===== config.mk =====
export PLATFORM = sky130hd
export DESIGN_NAME = handshake4_rx
export DESIGN_NICKNAME = d
export VERILOG_FILES = /design/src/rtl/handshake4_rx.sv
export SDC_FILE = /design/constraint.sdc
export NUM_CORES = 1
export LEC_CHECK = 0
export CORE_MARGIN = 3
export CORE_UTILIZATION = 45
export DETAILED_ROUTE_END_ITERATION = 10
export HOLD_SLACK_MARGIN = 0.06
export PLACE_DENSITY = 0.75
export SLEW_MARGIN = 20
export SYNTH_ARGS = -nofsm -noshare
export SYNTH_HDL_FRONTEND = slang
export SYNTH_SLANG_ARGS = --single-unit

===== constraint.sdc =====
create_clock -name clk_dest -period 4.6 [get_ports clk_dest]
set_input_delay 1.38 -clock clk_dest [delete_from_list [all_inputs] [get_ports clk_dest]]
set_output_delay 1.38 -clock clk_dest [all_outputs]
set_load 0.02 [all_outputs]

===== src/rtl/handshake4_rx.sv =====
// handshake4_rx: destination side of a 4-phase req/ack level handshake.
// Captures the quasi-static source word into a one-entry buffer, returns the
// ack level, and presents the word to local logic via valid/ready.
// A request held high too long after ack raises a sticky timeout flag.
module handshake4_rx #(
  parameter int DATA_WIDTH     = 32,
  parameter int TIMEOUT_CYCLES = 1024,
  parameter int CNT_WIDTH      = 16
) (
  input  logic                  clk_dest,
  input  logic                  rst_dest_n,
  input  logic                  req_sync,
  input  logic [DATA_WIDTH-1:0] src_data,
  output logic                  ack,
  output logic                  out_valid,
  output logic [DATA_WIDTH-1:0] out_data,
  input  logic                  out_ready,
  output logic                  err_timeout,
  input  logic                  err_clr,
  output logic [CNT_WIDTH-1:0]  xfer_count
);

  // Timeout counter just wide enough to hold TIMEOUT_CYCLES (min 1 bit).
  localparam int TW = (TIMEOUT_CYCLES < 1) ? 1 : $clog2(TIMEOUT_CYCLES + 1);
  localparam logic [TW-1:0] TMAX = TW'(TIMEOUT_CYCLES);

  typedef enum logic {IDLE, WAIT_REQ_LO} state_t;

  state_t                state_q;
  logic                  ack_q;
  logic                  valid_q;
  logic [DATA_WIDTH-1:0] data_q;
  logic                  err_q;
  logic [CNT_WIDTH-1:0]  cnt_q;
  logic [TW-1:0]         tmo_q;

  logic                  buf_free;
  logic [TW-1:0]         tmo_d;

  assign buf_free = !valid_q || out_ready;
  // Saturating increment: once at TMAX the counter parks there, so the
  // timeout keeps re-asserting while req stays high (set beats clear).
  assign tmo_d    = (tmo_q == TMAX) ? tmo_q : tmo_q + TW'(1);

  // Handshake FSM with registered outputs, buffer, counters and error flag.
  always_ff @(posedge clk_dest or negedge rst_dest_n) begin
    if (!rst_dest_n) begin
      state_q <= IDLE;
      ack_q   <= 1'b0;
      valid_q <= 1'b0;
      data_q  <= '0;
      err_q   <= 1'b0;
      cnt_q   <= '0;
      tmo_q   <= '0;
    end else begin
      // Clear and pop first; a same-cycle set/capture below overrides them.
      if (err_clr) err_q <= 1'b0;
      if (valid_q && out_ready) valid_q <= 1'b0;
      case (state_q)
        IDLE: begin
          // Backpressure: with the buffer occupied ack stays low and the
          // source simply keeps waiting.
          if (req_sync && buf_free) begin
            data_q  <= src_data;
            valid_q <= 1'b1;
            ack_q   <= 1'b1;
            cnt_q   <= cnt_q + CNT_WIDTH'(1);
            tmo_q   <= '0;
            state_q <= WAIT_REQ_LO;
          end
        end
        WAIT_REQ_LO: begin
          // Only a low req returns to IDLE, so each req phase captures once.
          if (!req_sync) begin
            ack_q   <= 1'b0;
            tmo_q   <= '0;
            state_q <= IDLE;
          end else begin
            tmo_q <= tmo_d;
            if (TIMEOUT_CYCLES != 0 && tmo_d == TMAX) err_q <= 1'b1;
          end
        end
        default: begin
          ack_q   <= 1'b0;
          state_q <= IDLE;
        end
      endcase
    end
  end

  assign ack         = ack_q;
  assign out_valid   = valid_q;
  assign out_data    = data_q;
  assign err_timeout = err_q;
  assign xfer_count  = cnt_q;

endmodule


==> impl_results.md <==
- Largest stage delay, worst path: 0.52 ns
- Root buffer cell: clkbuf_8
- Post-route setup slack: 1.67 ns
- RSZ-0062 raised after global routing: no
- Synth top area share: 56.7%
- CP Buf/Inv Count: 2
- Syn_area_per_cell: 12.2 µm²
- Synth cell count leaders: dfrtp_1 (63), mux2_2 (33), nand2_1 (16)
- DR iter-0 viols: 90
- Static Leak: 1.63 nW
- DRC: 0
- Vias per std cell: 5.26
- Hold endpoint: xfer_count[15]
- Top_reg_cell synth: dfrtp_1
- # setup viols final: 0
- Max Fclk: 342 MHz
- Total Wirelength: 6.33 mm
- CTS clk-pin slew, worst paths: 0.06 ns
- IO buf count: 87
- Seq/Total Area, Yosys: 56.7%
- Final Cycle Share: 63.6%
- Count leader, synth: dfrtp_1
- Sw Pwr: 480 µW
- Syn_nets: 267
- Num CTS Buffers: 9
- Power, Total: 1.56 mW
- Outcome: completed
- Routability Congestion: 0.792
- Cell accounting for the most synthesized area: dfrtp_1
- Mapped Area: 0.00278 mm²
- Clock Power Share: 25.5%
- Initial antenna violation count: 0
- Worst setup path startpoint: req_sync
- Worst hold path class: register to register
- Hold_buf cts: 0
- Fillers: 465
- Layout Utilization: 67.3%
- Initial core utilization: 48.4%
- Logic pwr share: 29.5%
- Pwr per Cell Area: 403 mW/mm²
- Sw frac: 30.8%
- Worst path required time: 4.81 ns
- Internal power component: 1.08 mW
- Asr flop ratio synth: 100%
- Die area: 0.00715 mm²
- Crit-path cells: clkdlybuf4s50_1 > inv_1 > nor4_1 > and3_1 > nand4_1 > xnor2_1
- Die Wd: 84.6 µm
- Kind of cell adding the most delay to the critical path: simple AND/OR/NAND/NOR gates
- I/O pins: 88
- CP Class: input port to register
- Post-DP HPWL: 4.65 mm
- Layout cell share with drive strength beyond 1: 16.7%
- Post-route ant nets: 0
- Die span in y: 84.6 µm
- Worst reg2reg path startpoint: tmo_q[3]
- Yosys warnings: 0
- Drt pass-1 iters: 4
- EDFF count, synth: 0
- Longest Clk Path Bufs: 2
- GR Layer Usage met3: 5.20%
- Critical Path Fanout Max: 6
- Reg2reg end: err_timeout
- Hold path depth: 1
- Via count: 2076
- Total congestion overflow: 0
- Area contributors post-synth: dfrtp_1 (57%), mux2_2 (13%), xnor2_1 (4.4%)
- Maxcap violations: 0
- Avg WL per Cell: 16.0 µm
- Vias in the first global route: 2230
- Max transition margin: 44.0%
- Crit path time final: 2.93 ns
- Global-route wire length before repair: 11.0 mm
- Pre-CTS setup slack: 1.33 ns
- FF+latch count, synth: 63
- Worst VDD drop: 308 µV
- Crit path arrival time: 3.14 ns
- Final hold vios: 0
- Slew Limit Fails: 0
- CTS resizes: 0
- Grt met2 use: 36.2%
- R2R setup slack: 2.47 ns
- Hold Startpoint: xfer_count[15]
- P&R area growth vs syn: 39.1%
- Clock skew: 0.00436 ns
- Crit-path slowest cell: clkdlybuf4s50_1
- GR Util met1: 21.5%
- Gate Count Post-Synth: 227
- Row cnt: 27
- Worst setup SP type: input port
- Synth cell types: 37
- Cell count of the worst reg-to-reg path: 5
- Largest net degree at the start of global routing: 39
- CTS sink cnt: 63
- Core Area: 0.00574 mm²
- Worst-Margin Slew: 0.839 ns
- Tot GR Track Use: 19.7%
- CTS tree: yes
- Layout net count: 358
- Layer with the highest usage: met2
- Setup TNS: 0 ns
- Flop pwr share: 45.0%
- Htree depth: 3
- Worst skew pair latency: 0.33 ns
- Setup bufs post-CTS: 0
- CP Capture Type: register
- Antenna diode count: 0
## placed cells by master (no fill, tap or decap), types with 5 or more instances in the layout
cell             instances
o21ai_0                 12
clkdlybuf4s50_1         86
nor2_1                  10
and3_1                   8
nand2_1                 16
inv_1                    6
clkbuf_8                 9
xor2_1                   7
xnor2_1                 14
o31ai_1                  5
nand3_1                  7
mux2_2                  33
nand4_1                  5
dfrtp_1                 63
## sequential cells by signal (all words and copies together), names as in the netlist
| register | flops |
|---|---|
| ack | 1 |
| err_timeout | 1 |
| out_data | 32 |
| out_valid | 1 |
| state_q | 1 |
| tmo_q | 11 |
| xfer_count | 16 |
## area by class of cell
type | count | area, µm² | share of cell area, %
clock inverter | 4 | 22.5 | 0.583
timing repair buffer | 89 | 881 | 22.8
inverter | 6 | 22.5 | 0.583
sequential | 63 | 1580 | 40.8
tap | 72 | 90.1 | 2.33
clock buffer | 12 | 135 | 3.50
multi-input combinational | 149 | 1140 | 29.4
## how the worst max path moves through the flow
stage | endpoint | slack, ns | cells past startpoint
global placement | xfer_count[14] | 1.40 | 6
global route | xfer_count[14] | 1.45 | 6
detailed placement | xfer_count[14] | 1.33 | 6
floorplan | out_data[10] | 1.86 | 4
CTS | xfer_count[14] | 1.69 | 6
finish | xfer_count[14] | 1.67 | 6
## power groups by stage
stage	registers, mW	clock network, mW	logic, mW
floorplan	0.807	0	0.118
global placement	0.709	0	0.460
detailed placement	0.712	0	0.465
CTS	0.702	0.414	0.467
global route	0.718	0.439	0.491
finish	0.701	0.397	0.459
## worst register-to-register path, delay by kind of cell (launching register included)
| kind | cells | cell delay, ns |
|---|---|---|
| AOI/OAI and AO/OA | 1 | 0.23 |
| and+or+nand+nor | 3 | 1.03 |
| muxes | 1 | 0.28 |
| DFF | 1 | 0.48 |
## per-layer routing
layer  vias up  wire (µm)
li1        981          -
met1      1036       2470
met2        50       3510
met3         9        235
met4         0        116
met5         -          0
## kinds of logic (layout without fill, tap and decap cells)
kind of cell,count (synthesis),count (layout),share of synthesized area [%]
AOI/OAI and AO/OA,28,28,6.30
xor gates and xnor gates,21,21,6.62
adders and majority gates,3,3,1.35
buffers and inverters,15,111,2.52
muxes,34,34,13.7
and+or+nand+nor,63,63,12.7
DFF,63,63,56.7
## per-stage QoR
step                hold WS [ns]  std cells  cell area (µm²)
floorplan                  0.484        227             2780
global placement           0.464        379             3710
detailed placement         0.482        379             3710
CTS                        0.493        395             3870
global route               0.510        395             3870
finish                     0.483        395             3870
No activity file was read; power rests on OpenSTA's default activity.
